File: config.mk
export PLATFORM = sky130hd
export DESIGN_NAME = atm_account_engine_flat
export DESIGN_NICKNAME = d
export VERILOG_FILES = /design/src/rtl/atm_account_engine_if.sv /design/src/rtl/atm_account_engine.sv /design/src/flat_wrapper.sv
export SDC_FILE = /design/constraint.sdc
export NUM_CORES = 2
export LEC_CHECK = 0
export ABC_AREA = 0
export CAP_MARGIN = 30
export CELL_PAD_IN_SITES_DETAIL_PLACEMENT = 2
export CELL_PAD_IN_SITES_GLOBAL_PLACEMENT = 2
export CORE_MARGIN = 10
export CORE_UTILIZATION = 39
export DETAILED_ROUTE_END_ITERATION = 6
export PLACE_DENSITY = 0.78
export REMOVE_ABC_BUFFERS = 1
export SLEW_MARGIN = 25
export SYNTH_ARGS = -nofsm -noshare
export SYNTH_HDL_FRONTEND = slang
export SYNTH_SLANG_ARGS = --single-unit
File: constraint.sdc
create_clock -name clk -period 5.75 [get_ports clk]
set_input_delay 1.15 -clock clk [delete_from_list [all_inputs] [get_ports clk]]
set_output_delay 1.15 -clock clk [all_outputs]
set_load 0.01 [all_outputs]
File: src/rtl/atm_account_engine_if.sv
// Bus between the ATM top and the account engine: user request inputs and
// the engine's result/status outputs.
interface atm_account_engine_if;
    logic [2:0]  operation;
    logic [3:0]  acc_num;
    logic [15:0] pin;
    logic [15:0] new_pin;
    logic [31:0] amount;
    logic [31:0] balance;
    logic        success;
    logic [2:0]  state;
    logic [3:0]  acc_index;
    logic        acc_found;
    logic        acc_auth;

    // master drives the request (ATM top), slave is the engine
    modport master (
        output operation, acc_num, pin, new_pin, amount,
        input  balance, success, state, acc_index, acc_found, acc_auth
    );

    modport slave (
        input  operation, acc_num, pin, new_pin, amount,
        output balance, success, state, acc_index, acc_found, acc_auth
    );
endinterface

File: src/rtl/atm_account_engine.sv
// ATM account engine: account lookup, PIN authentication and the
// balance / deposit / withdraw / PIN-change transactions over internal databases.
module atm_account_engine #(
    parameter int unsigned NUM_ACC  = 10,
    parameter int unsigned BAL_STEP = 1000
) (
    input logic                 clk,
    input logic                 rst,
    atm_account_engine_if.slave bus
);

    localparam logic [2:0] ST_IDLE       = 3'd0;
    localparam logic [2:0] ST_WAITING    = 3'd1;
    localparam logic [2:0] ST_AUTH       = 3'd2;
    localparam logic [2:0] ST_BALANCE    = 3'd3;
    localparam logic [2:0] ST_DEPOSIT    = 3'd4;
    localparam logic [2:0] ST_WITHDRAW   = 3'd5;
    localparam logic [2:0] ST_CHANGE_PIN = 3'd6;
    localparam logic [2:0] ST_MENU       = 3'd7;

    localparam logic [4:0] NUM_ACC_W = 5'(NUM_ACC);

    logic [2:0]  state_q, state_nxt;
    logic [3:0]  idx_q, idx_nxt;
    logic [31:0] bal_q, bal_nxt;
    logic        succ_q, succ_nxt;

    logic [31:0] balance_db [16];
    logic [15:0] pin_db     [16];

    logic        bal_we;
    logic [31:0] bal_wdata;
    logic        pin_we;
    logic [31:0] cur_bal;
    logic [32:0] dep_sum;
    logic        found;
    logic        auth;

    assign cur_bal = balance_db[idx_q];
    assign dep_sum = {1'b0, cur_bal} + {1'b0, bus.amount};
    assign found   = ({1'b0, bus.acc_num} < NUM_ACC_W);
    assign auth    = (bus.pin == pin_db[idx_q]);

    always_comb begin
        state_nxt = state_q;
        idx_nxt   = idx_q;
        succ_nxt  = succ_q;
        bal_we    = 1'b0;
        bal_wdata = cur_bal;
        pin_we    = 1'b0;

        case (state_q)
            ST_IDLE: state_nxt = ST_WAITING;

            ST_WAITING: begin
                if (found) begin
                    idx_nxt   = bus.acc_num;
                    state_nxt = ST_AUTH;
                end
            end

            ST_AUTH: begin
                succ_nxt  = 1'b0;
                state_nxt = auth ? ST_MENU : ST_WAITING;
            end

            ST_MENU: begin
                case (bus.operation)
                    3'd3:    state_nxt = ST_BALANCE;
                    3'd4:    state_nxt = ST_DEPOSIT;
                    3'd5:    state_nxt = ST_WITHDRAW;
                    3'd6:    state_nxt = ST_CHANGE_PIN;
                    default: state_nxt = ST_MENU;
                endcase
            end

            ST_BALANCE: begin
                succ_nxt  = 1'b1;
                state_nxt = ST_WAITING;
            end

            ST_DEPOSIT: begin
                // carry out of the 33-bit sum means the balance would wrap
                if (dep_sum[32]) begin
                    succ_nxt = 1'b0;
                end else begin
                    bal_we    = 1'b1;
                    bal_wdata = dep_sum[31:0];
                    succ_nxt  = 1'b1;
                end
                state_nxt = ST_WAITING;
            end

            ST_WITHDRAW: begin
                if (bus.amount <= cur_bal) begin
                    bal_we    = 1'b1;
                    bal_wdata = cur_bal - bus.amount;
                    succ_nxt  = 1'b1;
                end else begin
                    succ_nxt = 1'b0;
                end
                state_nxt = ST_WAITING;
            end

            ST_CHANGE_PIN: begin
                pin_we    = 1'b1;
                succ_nxt  = 1'b1;
                state_nxt = ST_WAITING;
            end

            default: state_nxt = ST_IDLE;
        endcase

        // writes only occur in action states, where idx_nxt == idx_q,
        // so forwarding the write data gives the same-edge post-update value
        bal_nxt = bal_we ? bal_wdata : balance_db[idx_nxt];
    end

    always_ff @(posedge clk or negedge rst) begin
        if (!rst) begin
            state_q <= ST_IDLE;
            idx_q   <= '0;
            bal_q   <= '0;
            succ_q  <= 1'b0;
            for (int unsigned i = 0; i < 16; i++) begin
                balance_db[i] <= 32'(BAL_STEP * (i + 1));
                pin_db[i]     <= {4{i[3:0]}};
            end
        end else begin
            state_q <= state_nxt;
            idx_q   <= idx_nxt;
            bal_q   <= bal_nxt;
            succ_q  <= succ_nxt;
            if (bal_we) balance_db[idx_q] <= bal_wdata;
            if (pin_we) pin_db[idx_q]     <= bus.new_pin;
        end
    end

    assign bus.state     = state_q;
    assign bus.acc_index = idx_q;
    assign bus.balance   = bal_q;
    assign bus.success   = succ_q;
    assign bus.acc_found = found;
    assign bus.acc_auth  = auth;

endmodule

File: src/flat_wrapper.sv
// flat-port wrapper written by rule: the top's interface ports become plain ports
module atm_account_engine_flat 
#(
    parameter int unsigned NUM_ACC  = 10,
    parameter int unsigned BAL_STEP = 1000
)
  (clk, rst, bus_operation, bus_acc_num, bus_pin, bus_new_pin, bus_amount, bus_balance, bus_success, bus_state, bus_acc_index, bus_acc_found, bus_acc_auth);
  atm_account_engine_if bus_i ();
  input logic clk;
  input logic rst;
  input wire logic [$bits(bus_i.operation)-1:0] bus_operation;
  input wire logic [$bits(bus_i.acc_num)-1:0] bus_acc_num;
  input wire logic [$bits(bus_i.pin)-1:0] bus_pin;
  input wire logic [$bits(bus_i.new_pin)-1:0] bus_new_pin;
  input wire logic [$bits(bus_i.amount)-1:0] bus_amount;
  output wire logic [$bits(bus_i.balance)-1:0] bus_balance;
  output wire logic [$bits(bus_i.success)-1:0] bus_success;
  output wire logic [$bits(bus_i.state)-1:0] bus_state;
  output wire logic [$bits(bus_i.acc_index)-1:0] bus_acc_index;
  output wire logic [$bits(bus_i.acc_found)-1:0] bus_acc_found;
  output wire logic [$bits(bus_i.acc_auth)-1:0] bus_acc_auth;
  assign bus_i.operation = bus_operation;
  assign bus_i.acc_num = bus_acc_num;
  assign bus_i.pin = bus_pin;
  assign bus_i.new_pin = bus_new_pin;
  assign bus_i.amount = bus_amount;
  assign bus_balance = bus_i.balance;
  assign bus_success = bus_i.success;
  assign bus_state = bus_i.state;
  assign bus_acc_index = bus_i.acc_index;
  assign bus_acc_found = bus_i.acc_found;
  assign bus_acc_auth = bus_i.acc_auth;
  atm_account_engine #(.NUM_ACC(NUM_ACC), .BAL_STEP(BAL_STEP)) u_core (.clk(clk), .rst(rst), .bus(bus_i));
endmodule
# == Yosys cells after proc, flatten, opt, wreduce, memory -nomap -nowiden ==
# Cells that the tools add are included.
# Widths: inputs -> output; s select.
# classes
eq_ne,13
mux,30
addsub,2
bitwise_logic,2
reduce_logical,5
order_cmp,5
# op_table
operator,n
$bwmux 512,1
$bmux 32 s4,2
$bwmux 256,1
$mux 32,8
$demux 32 s4,1
$bmux 16 s4,1
$demux 16 s4,1
$pmux 32 s2,1
$mux 16,3
$add 32x32->33,1
$le 32x32->1,1
$sub 32x32->32,1
$pmux 3 s4,2
$eq 3x3->1 const B,7
$eq 16x16->1,1
$ge 5x5->1 const B,2
$not 4->5,2
$eq 3x2->1 const B,3
$mux 4,2
$mux 3,2
$lt 5x1->1 const B,1
$reduce_or 5->1,1
$lt 4x4->1 const B,1
$pmux 1 s4,1
other kinds (8),10
# totals
regBits,808

# == Longest topological paths before layout ==
# logic_depth
word_depth,8
depth_mapped,23

# == Least setup slack after synthesis ==
# OpenSTA, ideal clock, no wires.
# synth_timing
path_type,register to register
startpoint,"register u_core.idx_q[0], in the netlist u_core.bus.acc_index[0]"
endpoint,register u_core.balance_db[53] (netlist bit)
path_stages_with_launch,22
n_path_buf,10
setup_time_ns,0.125
t_arrival_ns,5.647
path_slack_ns,-0.022
cell_sequence,dfrtp_1 -> buf_4 -> buf_6 -> buf_6 -> buf_2 -> buf_1 -> buf_2 -> mux4_2 -> mux4_2 -> ha_1 -> buf_6 -> a21o_1 -> a31o_1 -> a311oi_2 -> o221ai_2 -> o211a_1 -> buf_6 -> buf_6 -> a221o_1 -> a22o_4 -> buf_6 -> mux2_4
# synth_between
elab_chain_cells,8
word_cells_on_any_way,19
# synth_rtl
item,line,text
"start, declared",atm_account_engine.sv:24,"logic [3:0] idx_q, idx_nxt;"
"start signal, assigned",atm_account_engine.sv:131,idx_q <= idx_nxt;
$not 4->5 (not written as such) (*),"atm_account_engine.sv:39, atm_account_engine.sv:134",
$bmux 32 s4,atm_account_engine.sv:39,assign cur_bal = balance_db[idx_q];
$mux 32 (not written as such) (2 in series),atm_account_engine.sv:39,
$sub 32x32->32 (tied with other cells),atm_account_engine.sv:97,bal_wdata = cur_bal - bus.amount;
$mux 32 (on tied branches),"atm_account_engine.sv:95, atm_account_engine.sv:84",
$pmux 32 s2,atm_account_engine.sv:52,case (state_q)
$bwmux 512,atm_account_engine.sv:134,if (bal_we) balance_db[idx_q] <= bal_wdata;
"end signal, assigned by index",atm_account_engine.sv:126,balance_db[i] <= 32'(BAL_STEP * (i + 1));
"end signal, assigned by index",atm_account_engine.sv:134,
"end, declared",atm_account_engine.sv:28,logic [31:0] balance_db [16];
# Mark *: on every way between the ends. The rest lies on a longest branch, timed or not. The select of a mux whose other input is x is not followed.
# A chain may end at the register's enable or synchronous reset.

# == Worst setup path after layout ==
# layout_timing
startpoint,"register u_core.idx_q[1], in the netlist u_core.bus.acc_index[1]"
endpoint,output port bus_acc_auth
# layout_between
elab_chain_cells,5
# layout_rtl
item,line,text
$not 4->5 (not written as such),atm_account_engine.sv:42,assign auth = (bus.pin == pin_db[idx_q]);
$bmux 16 s4,atm_account_engine.sv:42,
$mux 16 (not written as such) (2 in series),atm_account_engine.sv:42,
$eq 16x16->1,atm_account_engine.sv:42,
"end, declared",flat_wrapper.sv:21,output wire logic [$bits(bus_i.acc_auth)-1:0] bus_acc_auth;
# No other way between the ends. The select of a mux whose other input is x is not followed.

==> run metrics <==
status=complete, no violations; Clock transition at path regs=approximately 0.060 ns; Top-Level Pins=between 100 and 150; vias in the first global route=39800; H-tree levels=3; biggest area consumer among synthesized cells=dfrtp_1; Core Area=0.115 sq mm; Pre-antenna DRT Iters=5; GP Congestion=about 0.89; top cells by area, synth=dfrtp_1 (32%), dfstp_2 (13%), mux4_2 (12%); Initial Util=0.393; CP peak stage delay=roughly 0.54 ns; Final ANT Viol Nets=0; crit-path leading delay family=buffers and inverters; part of the cycle the worst path needs=0.990; Async S/R FF share, synth=1.00; Die ar.=0.130 sq mm; cell count after placement=5347; post-synthesis compound-gate area fraction=0.128; vias per cell=6.27; final setup margin=between 0.05 and 0.06 ns; EDFF count, synth=0; DR DRC count=0; final hold viol count=0; max_slew headroom=0.314; CTS Sinks=around 800; Worst Hold Class=reg -> reg; antenna violations before repair=10; Critical Path Fanout Max=50; adder-cell share of the synthesized area=0.0192; port bufs=around 110; Final Net Count=approximately 4100; CTS tree=done; CP arrival=4.54 ns; most frequent cells in the layout=dfrtp_1 (575), nand2_1 (444), mux2_2 (419); cell area power density=between 300 and 400 mW/mm^2; later-pin clock latency in the skew report=between 0.7 and 0.8 ns; largest net degree at the start of global routing=136; die span in x=roughly 360 um; Die H=360 um; Critical path buffers and inverters=4; main combinational cell family by area after synthesis=multiplexers; pre-CTS setup slack=-0.0764 ns; critical path type=reg -> out; Yosys top cell area share=0.321; Layout Cells excl Fill=around 5500; first-pass GRT wire length=around 270000 um; Critical Path End Type=primary output; total routed wirelength=178000 um; slowest CP cell=mux4_2; Final setup viols=0; total power=17.8 mW; 1st-iter DRT viols=2789; IR drop worst, VDD=around 0.27 mV; DR WL/cell=roughly 32 um; register area share after synthesis=0.455; average size of a mapped cell=roughly 12 sq um; CTS Root Cell=clkbuf_16; worst-path cell chain=buf_4, buf_8, mux4_2, mux4_2, xnor2_1, nand4_1, nor4_2, buf_4, clkdlybuf4s50_1; DR vias=34800; Worst Path Required=roughly 4.6 ns; Max Cap Viol=0; YS warnings=0; All-Layer GR Usage=0.269; synthesized area=0.0451 sq mm; share of cells above drive strength 1=0.346; CTS Hold Bufs=0; ys flop type=dfrtp_1; Critical Path Start Type=flip-flop; post-DP HPWL=110000 um; highest clock rate=approximately 0.18 GHz; Inserted Clock Buffers=94; maximum buffer depth of the clock tree=3; Post-Syn Instances=approximately 3800; Slew @ Worst Pin=roughly 1.0 ns; Min Clock Period, post-route=approximately 5.7 ns; Rows=around 120; simple logic cell fraction of the synthesized area=0.0805; final max-slew violation count=0; synth unique cells=107; worst clock skew=between 0.06 and 0.07 ns; mux cell area share after synthesis=0.271; Post-Synth XOR/XNOR Area=0.00447; grt ovf=0; Area Overhead vs Synth=16.7%; most common cell after layout, fill and taps aside=dfrtp_1; Seq cells post-synth=808; P_leak=22.7 nW
tightest hold or removal path: cells and delay by family, from the launching register on:
kind,cells,cell delay (ns)
flip-flops,1,0.37
AO/OA/AOI/OAI,1,0.07
AND/OR/NAND/NOR,1,0.05
layout make-up:
type	count	area [sq um]
diodes	1	2.50
clock buffers	139	2710
clock inverters	38	531
fillers	11200	62000
inverters	74	283
multi-input cells	2621	23000
flip-flops and latches	808	20500
well taps	1512	1890
repair buffers	353	3710
final timing paths:
check,endpoint,from,slack [ns],cells after the start
worst max register to register,u_core.balance_db[57],u_core.bus.acc_index[0],0.12,15
max in group asynchronous,u_core.balance_db[349],rst,3.82,2
min in group asynchronous,u_core.balance_db[440],rst,0.53,1
worst min register to register,u_core.balance_db[487],u_core.balance_db[487],0.49,2
worst min-delay path,u_core.balance_db[487],u_core.balance_db[487],0.49,2
worst max-delay path,bus_acc_auth,u_core.bus.acc_index[1],0.06,9
metrics by stage:
stage | hold slack (ns) | TNS (ns) | instance area (sq um) | util
after floorplan | 0.458 | -5712.07 | 43500 | -
final | 0.494 | 0 | 52600 | 0.459
after global placement | 0.473 | -0.0465 | 49000 | 0.427
after global routing | 0.517 | -0.0215 | 52600 | 0.459
after detailed placement | 0.487 | -0.202 | 49100 | 0.428
after CTS | 0.497 | 0 | 52400 | 0.457
state kept, by name (all words and copies together), names as in the netlist:
| name | flops |
|---|---|
| u_core.bus.acc_index | 4 |
| u_core.bus.success | 1 |
| u_core.pin_db | 256 |
| u_core.bus.state | 3 |
| u_core.balance_db | 512 |
| u_core.bus.balance | 32 |
cells in the mapped netlist, types with 6 or more instances:
library cell	number
dfrtp_1	579
nand2_1	444
mux2_2	419
o21ai_0	284
mux4_2	240
dfstp_2	229
mux2i_1	192
clkbuf_1	142
a211oi_1	140
a21oi_1	138
nor2_1	122
buf_2	115
nor2b_1	92
inv_1	72
ha_1	66
a311oi_1	60
o31ai_1	51
buf_1	44
a21o_1	27
xnor2_1	23
nand3_1	22
nor3_1	22
o21ai_1	19
buf_6	16
buf_4	15
nand2b_1	14
and3_1	13
nor4_1	11
o21a_1	11
mux2_4	10
o21bai_1	10
o21ai_2	9
nand4_1	8
o221ai_1	8
a211o_1	7
o22ai_1	7
o32ai_1	7
a221oi_1	6
a31oi_1	6
per-layer routing:
layer	global-route usage	vias up	share of wire
li1	-	14400	-
met5	0	-	0.00052
met2	0.460	1175	0.50
met3	0.0424	418	0.049
met4	0.117	14	0.041
met1	0.335	18700	0.41
kinds of logic after synthesis:
group                    after synthesis
multiplexers                         864
XOR/XNOR                              23
AO/OA/AOI/OAI                        869
adder cells (fa/ha/maj)               68
buffers and inverters                412
AND/OR/NAND/NOR                      797
flip-flops                           808
timing repair:
action	4_1_cts	5_1_grt
buffers inserted	2	17
setup endpoints to repair	21	126
pin swaps	1	6
resized for setup	8	19
gates cloned	1	0
power breakdown:
group | switching [mW] | total [mW] | internal (mW)
clock | 2.70 | 6.36 | 3.67
sequential | 0.204 | 6.04 | 5.84
combinational | 3.31 | 5.37 | 2.06
total | 6.21 | 17.8 | 11.6
No activity file was read; power rests on OpenSTA's default activity.
